===== config.mk =====
export PLATFORM = sky130hd
export DESIGN_NAME = bp_be_long_wb_sched
export DESIGN_NICKNAME = d
export VERILOG_FILES = /design/src/rtl/bp_be_long_wb_sched.sv
export SDC_FILE = /design/constraint.sdc
export NUM_CORES = 1
export LEC_CHECK = 0
export CAP_MARGIN = 20
export CORE_MARGIN = 4
export CORE_UTILIZATION = 41
export DETAILED_ROUTE_END_ITERATION = 10
export DONT_BUFFER_PORTS = 1
export GPL_TIMING_DRIVEN = 0
export PLACE_DENSITY = 0.64
export SYNTH_ARGS = -nofsm -noshare
export SYNTH_HDL_FRONTEND = slang
export SYNTH_SLANG_ARGS = --single-unit

===== constraint.sdc =====
create_clock -name clk_i -period 5 [get_ports clk_i]
set_clock_uncertainty 0.1 [all_clocks]
set_input_delay 0.5 -clock clk_i [delete_from_list [all_inputs] [get_ports clk_i]]
set_output_delay 0.5 -clock clk_i [all_outputs]
set_load 0.05 [all_outputs]

===== src/rtl/bp_be_long_wb_sched.sv =====
// Long-pipe writeback scheduler: merges integer and FP result streams onto a
// single registered writeback port. Integer has fixed priority. A saturating
// starvation counter promotes FP so that it cannot wait forever.
module bp_be_long_wb_sched #(
   parameter int pkt_width_p    = 72,
   parameter int starve_limit_p = 4
) (
   input  logic                   clk_i,
   input  logic                   reset_i,
   input  logic                   flush_i,
   input  logic                   iwb_v_i,
   input  logic [pkt_width_p-1:0] iwb_pkt_i,
   output logic                   iwb_yumi_o,
   input  logic                   fwb_v_i,
   input  logic [pkt_width_p-1:0] fwb_pkt_i,
   output logic                   fwb_yumi_o,
   output logic                   wb_v_o,
   output logic [pkt_width_p-1:0] wb_pkt_o,
   output logic                   wb_fp_o,
   input  logic                   wb_ready_and_i
);

   localparam logic [3:0] starve_limit_lp = 4'(starve_limit_p);

   logic                   wb_v_q, wb_v_d;
   logic [pkt_width_p-1:0] wb_pkt_q, wb_pkt_d;
   logic                   wb_fp_q, wb_fp_d;
   logic [3:0]             starve_cnt_q, starve_cnt_d;
   logic                   promote_q, promote_d;
   logic                   load_en_s;
   logic                   grant_int_s;
   logic                   grant_fp_s;

   // Grant arbitration: only when the output slot can take a packet this cycle
   always_comb begin
      load_en_s   = ~reset_i & ~flush_i & (~wb_v_q | wb_ready_and_i);
      grant_int_s = 1'b0;
      grant_fp_s  = 1'b0;
      if (load_en_s) begin
         case ({iwb_v_i, fwb_v_i})
            2'b10:   grant_int_s = 1'b1;
            2'b01:   grant_fp_s  = 1'b1;
            2'b11: begin
               if (promote_q) begin
                  grant_fp_s = 1'b1;
               end else begin
                  grant_int_s = 1'b1;
               end
            end
            default: begin
               grant_int_s = 1'b0;
               grant_fp_s  = 1'b0;
            end
         endcase
      end else begin
         grant_int_s = 1'b0;
         grant_fp_s  = 1'b0;
      end
   end

   // Output register next state: flush empties the slot, a load replaces or empties it, otherwise hold
   always_comb begin
      wb_v_d   = wb_v_q;
      wb_pkt_d = wb_pkt_q;
      wb_fp_d  = wb_fp_q;
      if (flush_i) begin
         wb_v_d = 1'b0;
      end else if (load_en_s) begin
         if (grant_int_s) begin
            wb_v_d   = 1'b1;
            wb_pkt_d = iwb_pkt_i;
            wb_fp_d  = 1'b0;
         end else if (grant_fp_s) begin
            wb_v_d   = 1'b1;
            wb_pkt_d = fwb_pkt_i;
            wb_fp_d  = 1'b1;
         end else begin
            wb_v_d = 1'b0;
         end
      end else begin
         wb_v_d = wb_v_q;
      end
   end

   // Starvation tracking: count cycles FP waits (stalls included), saturating at the limit
   always_comb begin
      starve_cnt_d = starve_cnt_q;
      if (flush_i | ~fwb_v_i | grant_fp_s) begin
         starve_cnt_d = 4'd0;
      end else if (starve_cnt_q < starve_limit_lp) begin
         starve_cnt_d = starve_cnt_q + 4'd1;
      end else begin
         starve_cnt_d = starve_cnt_q;
      end
      promote_d = ~flush_i & (starve_cnt_d == starve_limit_lp);
   end

   // State registers with asynchronous active-high reset
   always_ff @(posedge clk_i or posedge reset_i) begin
      if (reset_i) begin
         wb_v_q       <= 1'b0;
         wb_pkt_q     <= '0;
         wb_fp_q      <= 1'b0;
         starve_cnt_q <= 4'd0;
         promote_q    <= 1'b0;
      end else begin
         wb_v_q       <= wb_v_d;
         wb_pkt_q     <= wb_pkt_d;
         wb_fp_q      <= wb_fp_d;
         starve_cnt_q <= starve_cnt_d;
         promote_q    <= promote_d;
      end
   end

   assign iwb_yumi_o = grant_int_s;
   assign fwb_yumi_o = grant_fp_s;
   assign wb_v_o     = wb_v_q;
   assign wb_pkt_o   = wb_pkt_q;
   assign wb_fp_o    = wb_fp_q;

endmodule


==> metrics.cfg, run 1 <==
[timing]
maxSlewHeadroom=0.301
drv_slew=0
rsz0062_at_grt=no
min_period_ns=2.90
finalHoldViolations=0
max_freq_ghz=0.345
fin_crit_sh=0.579
hold_ws_ns=0.194
finalWorstSetupSlack_ns=2.10
tns_ns=0
tightest_slew_ns=1.04
setup_viol=0

[critical_path]
end_kind=output pin
required_ns=4.40
cp_max_fo=10
crit_arrival_ns=2.30
start_kind=flop
crit_type=reg -> out

[cts]
ctsResizeCount=0
clockRootBuffer=clkbuf_8
postCtsHoldBufs=1
cts_buffer_depth=2
cts_sinks=79
cts_tree=yes
cts_buffers=9
h-tree-depth=3
path_clk_slew_ns=0.09
insertion_delay_ns=0.36
cts_setup_buffers=0

[routing]
via_per_inst=7.09
post_drt_wl_per_cell_um=25.5
drt-total-wl_um=16300
drt-initial-drc-count=631
drc=0
final_antenna_net_count=0
vias=4535
drt-pass1-iter-count=5

[placement]
hpwl_um=11300
finalWeightedCongestion=0.881
portBuffers=0
place_ws_ns=2.49
dp_cells=623
dpl-instance-area_mm2=0.00471

[power]
power_leakage_uw=0.00166
pwr-share-seq=0.609
vdd_ir_drop_max_v=0.000168
p_comb_frac=0.144
p_switching_uw=947
clkPwrFrac=0.247
swShare=0.453
pwr_density_cell_mw_per_mm2=424
power.internal_uw=1140

[synth]
yosys_warnings=0
yosys.area.top_type_share=0.439
synth_cells=481
synth_area_leaders=dfrtp_1 44%, a31oi_1 20%, o31ai_1 12%
ys_seq_area_frac=0.439
synth-compound-area-share=0.330
synth_nets=632
yosys.area.top_type=dfrtp_1
netlist_area_mm2=0.00451
synth_cell_types=30
ys_ff_latch=79
synth_top_family_by_area=compound AO/OA/AOI/OAI gates
synthAdderAreaFrac=0.00278
synth_mux_area_frac=0
synth-simple-area-share=0.128
avgSynthCellArea_um2=9.37
synth-xor-area-share=0.00194

[global_routing]
gr-total-overflow=0
grt_util_all_layers=0.250
grtUsageMet1=0.314
grtUsageMet3=0.0674
grt_max_degree=43
antenna_found_initial=0
grt_pass1_wl_um=25800
grt.busiest_layer=met2
use_met2=0.408
grt_pass1_vias=4688

[die]
num_rows=38
ioPinCount=226
core_area_mm2=0.0108
die_w_um=113
die_area_mm2=0.0127
initial_utilization=0.417
die_h_um=113

[cells_and_area]
drive_gt1_frac=0.0840
design_area_mm2=0.00493
mostFrequentLayoutCell=a31oi_1
instances_no_fill=640
final_cell_mix=144 x a31oi_1, 79 x dfrtp_1, 72 x o31ai_1, 72 x nand4_1, 56 x clkbuf_1
num-nets-final=646
antenna_cells=0
areaGrowthSynthToFinish_pct=9.44

[flow_run]
drv_cap=0

[hold_path]
hp-class=in -> reg

[run_status]
status=complete, no violations

cell families (layout without fill, tap and decap cells):
group                    after synthesis  count (layout)
buffers and inverters                 82             101
AO/OA/AOI/OAI                        223             223
flip-flops                            79              79
XOR/XNOR                               1               1
AND/OR/NAND/NOR                       95              95
adder cells (fa/ha/maj)                1               1
worst max-delay path: stages (launching register included):
cell     delay, ns
dfrtp_1       0.60
and2b_1       0.31
buf_2         0.23
nor4_1        0.31
and2_1        0.49
per-layer routing:
metal	routed length (um)	up-vias
li1	-	2013
met1	6420	2243
met2	8150	251
met3	1430	28
met4	351	0
met5	0	-
through the flow:
| step | power [uW] | util |
|---|---|---|
| floorplan | 1480 | - |
| global placement | 1570 | 0.434 |
| detailed placement | 1590 | 0.436 |
| CTS | 2100 | 0.457 |
| global route | 2180 | 0.457 |
| finish | 2090 | 0.457 |
worst paths after layout:
kind	start	endpoint	slack [ns]	cells past startpoint
max in group asynchronous	reset_i	wb_pkt_o[20]	3.63	3
worst min register to register	starve_cnt_q[3]	promote_q	0.39	1
min in group asynchronous	reset_i	wb_pkt_o[71]	0.55	2
worst max register to register	wb_v_o	wb_pkt_o[7]	2.75	6
worst max-delay path	wb_v_o	fwb_yumi_o	2.10	4
worst min-delay path	fwb_pkt_i[57]	wb_pkt_o[57]	0.19	2
sequential cells by signal (all words and copies together), names as in the netlist:
name          flops
wb_v_o            1
wb_pkt_o         72
promote_q         1
wb_fp_o           1
starve_cnt_q      4
power groups by stage:
stage	registers, uW	clock network (uW)	logic [uW]
after floorplan	1250	0	235
after global placement	1290	0	286
after detailed placement	1290	0	300
after CTS	1270	523	300
after global routing	1290	551	341
final	1270	516	301
synth_stat cells:
library cell / instances
nand4_1: 72
clkbuf_1: 54
nor3b_1: 1
nor2b_1: 2
a221o_1: 1
nand2b_1: 1
a21oi_1: 3
nor4bb_1: 1
o21ai_0: 1
or3b_1: 1
o31ai_1: 72
inv_1: 3
buf_6: 16
o311ai_0: 1
or2_1: 1
nor2_1: 6
nor4_1: 1
dfrtp_1: 79
ha_1: 1
xnor2_1: 1
buf_4: 1
buf_1: 1
and3_1: 1
and2_1: 2
a31o_2: 1
and2b_1: 1
buf_2: 7
a31oi_1: 144
nor3_1: 2
nand2_1: 3
final cells by class:
type / instances / area, um2
multi-input cells: 320 / 2090
plain buffers: 79 / 429
inverters: 3 / 13.8
clock buffers: 14 / 173
well taps: 140 / 175
fillers: 1061 / 5860
repair buffers: 3 / 37.5
flip-flops and latches: 79 / 1980
clock inverters: 2 / 37.5
No activity file was read; power rests on OpenSTA's default activity.
==> run 2, diff against run 1 <==
--- a/config.mk
+++ b/config.mk
@@ -11,7 +11,7 @@
 export DETAILED_ROUTE_END_ITERATION = 10
 export DONT_BUFFER_PORTS = 1
 export GPL_TIMING_DRIVEN = 0
-export PLACE_DENSITY = 0.64
+export PLACE_DENSITY = 0.66
 export SYNTH_ARGS = -nofsm -noshare
 export SYNTH_HDL_FRONTEND = slang
 export SYNTH_SLANG_ARGS = --single-unit
==> constraint.sdc (replaced) <==
create_clock -name clk_i -period 2.6 [get_ports clk_i]
set_clock_uncertainty 0.1 [all_clocks]
set_input_delay 0.26 -clock clk_i [delete_from_list [all_inputs] [get_ports clk_i]]
set_output_delay 0.26 -clock clk_i [all_outputs]
set_load 0.05 [all_outputs]
==> run 2 against run 1 <==
  * The flow now stops in clock tree synthesis
  * Synthesized area is the same
  * Synthesized cell count is the same
==> metrics.cfg, run 2 <==
[run_status]
status=stopped before the end  ; was complete, no violations
failed_stage=clock tree synthesis
error_message=[ERROR RSZ-0060] Max buffer count reached.

[cts]
h-tree-depth=3  ; unchanged
postCtsHoldBufs=129  ; was 1
ctsResizeCount=2  ; was 0
cts_sinks=79  ; unchanged
clockRootBuffer=clkbuf_8  ; unchanged
cts_buffer_depth=2  ; unchanged
cts_buffers=9  ; unchanged
cts_setup_buffers=0  ; unchanged

[synth]
synth-simple-area-share=0.128  ; unchanged
avgSynthCellArea_um2=9.37  ; unchanged
synthAdderAreaFrac=0.00278  ; unchanged
synth-xor-area-share=0.00194  ; unchanged
yosys.area.top_type_share=0.439  ; unchanged
synth_area_leaders=dfrtp_1 44%, a31oi_1 20%, o31ai_1 12%  ; unchanged
yosys_warnings=0  ; unchanged
synth_commonest_cells=144 x a31oi_1, 79 x dfrtp_1, 72 x nand4_1, 72 x o31ai_1, 54 x clkbuf_1  ; unchanged
synth_ff_type=dfrtp_1  ; unchanged
async_flop_share=1.00  ; unchanged
synth_mux_area_frac=0  ; unchanged
synth_cells=481  ; unchanged
synth_top_family_by_area=compound AO/OA/AOI/OAI gates  ; unchanged
yosysMostFrequentCell=a31oi_1  ; unchanged
synth-compound-area-share=0.330  ; unchanged
netlist_area_mm2=0.00451  ; unchanged
synth_cell_types=30  ; unchanged
ys_seq_area_frac=0.439  ; unchanged
synth_edf_count=0  ; unchanged
ys_ff_latch=79  ; unchanged
yosys.area.top_type=dfrtp_1  ; unchanged
synth_nets=632  ; unchanged

[placement]
dpl-instance-area_mm2=0.00472  ; was 0.00471 mm2
hpwl_um=11100  ; was 11300 um
place_ws_ns=0.263  ; was 2.49 ns
portBuffers=0  ; unchanged
finalWeightedCongestion=0.863  ; was 0.881

[die]
die_h_um=113  ; unchanged
ioPinCount=226  ; unchanged
initial_utilization=0.417  ; unchanged
num_rows=38  ; unchanged
die_w_um=113  ; unchanged

[run 2: logic make-up after synthesis]
family / count (synthesis)
xor+xnor: 1
buf+inv: 82
fa+ha+maj: 1
simple gates: 95
compound gates: 223
flops: 79
[run 2: metrics by stage]
stage	cells	hold WS [ns]	setup TNS [ns]
floorplan	481	0.305	0
global placement	621	0.312	-59.88
detailed placement	623	0.0562	0
==> run 3, diff against run 2 <==
--- a/config.mk
+++ b/config.mk
@@ -7,11 +7,11 @@
 export LEC_CHECK = 0
 export CAP_MARGIN = 20
 export CORE_MARGIN = 4
-export CORE_UTILIZATION = 41
+export CORE_UTILIZATION = 26
 export DETAILED_ROUTE_END_ITERATION = 10
 export DONT_BUFFER_PORTS = 1
 export GPL_TIMING_DRIVEN = 0
-export PLACE_DENSITY = 0.66
+export PLACE_DENSITY_LB_ADDON = 0.15
 export SYNTH_ARGS = -nofsm -noshare
 export SYNTH_HDL_FRONTEND = slang
 export SYNTH_SLANG_ARGS = --single-unit
==> constraint.sdc (replaced) <==
create_clock -name clk_i -period 3.4 [get_ports clk_i]
set_clock_uncertainty 0.1 [all_clocks]
set_input_delay 0.34 -clock clk_i [delete_from_list [all_inputs] [get_ports clk_i]]
set_output_delay 0.34 -clock clk_i [all_outputs]
set_load 0.05 [all_outputs]
==> run 3 against run 2 <==
  * The run now ends clean
==> metrics.cfg, run 3 (synthesis gave the netlist of run 1 again) <==
[timing]
min_period_ns=2.79
max_freq_ghz=0.359
maxSlewHeadroom=0.357
fin_crit_sh=0.819
rsz0062_at_grt=no
tightest_slew_ns=0.953
finalHoldViolations=0
drv_slew=0
setup_viol=0

[cts]
clockRootBuffer=clkbuf_16  ; was clkbuf_8
postCtsHoldBufs=1  ; was 129
cts_sinks=79  ; unchanged
cts_buffer_depth=2  ; unchanged
cts_tree=yes
path_clk_slew_ns=0.06
insertion_delay_ns=0.34
ctsResizeCount=0  ; was 2
cts_buffers=9  ; unchanged
cts_setup_buffers=0  ; unchanged
h-tree-depth=3  ; unchanged

[cells_and_area]
num-nets-final=646
antenna_cells=0
areaGrowthSynthToFinish_pct=14.5
design_area_mm2=0.00516
instances_no_fill=719
drive_gt1_frac=0.0862
final_cell_mix=144 x a31oi_1, 79 x dfrtp_1, 72 x o31ai_1, 72 x nand4_1, 54 x clkbuf_1
largest_reg_flops=72
mostFrequentLayoutCell=a31oi_1

[die]
die_area_mm2=0.0195
die_h_um=140  ; was 113 um
ioPinCount=226  ; unchanged
core_area_mm2=0.0168
die_w_um=140  ; was 113 um
initial_utilization=0.269  ; was 0.417
num_rows=47  ; was 38

[power]
pwr_density_cell_mw_per_mm2=664
pwr-share-seq=0.549
power.internal_uw=1980
clkPwrFrac=0.319
p_switching_uw=1450
power_leakage_uw=0.00172
p_comb_frac=0.132
swShare=0.422
vdd_ir_drop_max_v=0.000226

[placement]
dpl-instance-area_mm2=0.00482  ; was 0.00472 mm2
portBuffers=0  ; unchanged
hpwl_um=12800  ; was 11100 um
finalWeightedCongestion=0.806  ; was 0.863
dp_cells=703  ; was 623

[critical_path]
start_kind=flop
crit_type=reg -> out
end_kind=output pin
required_ns=2.96
timing.reg2reg.setup_slack_ns=1.06
cp_max_fo=10
crit_arrival_ns=2.35
worst-r2r-cell-count=6
worstReg2RegStart=wb_v_o
r2r-end=wb_pkt_o[2]

[hold_path]
hp-class=in -> reg
hold_start=fwb_pkt_i[51]
hold_depth=2
whs_endpoint=wb_pkt_o[51]

[routing]
vias=4548
drc=0
drt-initial-drc-count=342
via_per_inst=6.33
final_antenna_net_count=0
post_drt_wl_per_cell_um=25.7
drt-pass1-iter-count=7
drt-total-wl_um=18500

[global_routing]
grt_max_degree=43
grt_pass1_vias=4585
gr-total-overflow=0
grt_pass1_wl_um=27800
grt_util_all_layers=0.180
antenna_found_initial=0

[run_status]
status=complete, no violations  ; was stopped before the end

[flow_run]
drv_cap=0

-- run 3: metrics by stage --
| stage | TNS [ns] | total power (uW) | setup slack, ns | hold WS (ns) | utilization |
|---|---|---|---|---|---|
| 3_5_place_dp | 0 | 2350 | 0.968 | 0.204 | 0.287 |
| 3_3_place_gp | -17.33 | 2340 | -0.225 | 0.385 | 0.285 |
| 2_1_floorplan | 0 | 2180 | 0.835 | 0.351 | - |
| 4_1_cts | 0 | 3470 | 0.582 | 0.0369 | 0.308 |
| 5_1_grt | 0 | 3580 | 0.534 | 0.0395 | 0.308 |
| 6_report | 0 | 3430 | 0.614 | 0.0563 | 0.308 |
-- run 3: power by group through the flow --
stage | logic (uW) | registers [uW] | clock network [uW]
2_1_floorplan | 346 | 1840 | 0
3_3_place_gp | 436 | 1900 | 0
3_5_place_dp | 455 | 1900 | 0
4_1_cts | 454 | 1880 | 1130
5_1_grt | 507 | 1900 | 1170
6_report | 453 | 1880 | 1090
-- run 3: worst max-delay path by stage --
stage,from,end,depth (start not counted)
after floorplan,wb_v_o,iwb_yumi_o,3
after global placement,reset_i,wb_pkt_o[31],1
after detailed placement,wb_v_o,fwb_yumi_o,4
after CTS,wb_v_o,fwb_yumi_o,4
after global routing,wb_v_o,fwb_yumi_o,4
final,wb_v_o,fwb_yumi_o,4
-- run 3: layout make-up --
cell class	instances	area [um2]
buffer	79	429
clock buffer	12	267
clock inverter	3	65.1
fill	1769	11600
inverter	3	13.8
multi-input combinational	320	2090
sequential	79	1980
tap	220	275
timing repair buffer	3	45.0
-- run 3: layer usage --
layer  vias up  part of all wire  track usage
met5         -                 0            0
met4         0             0.018       0.0525
met3        22             0.097       0.0573
met2       258              0.47        0.282
met1      2254              0.42        0.240
li1       2014                 -            -
-- run 3: worst max-delay path: stages (launching register included) --
cell and delay, ns:
dfrtp_1 0.60, and2b_1 0.30, buf_2 0.24, nor4_1 0.35, and2_1 0.51
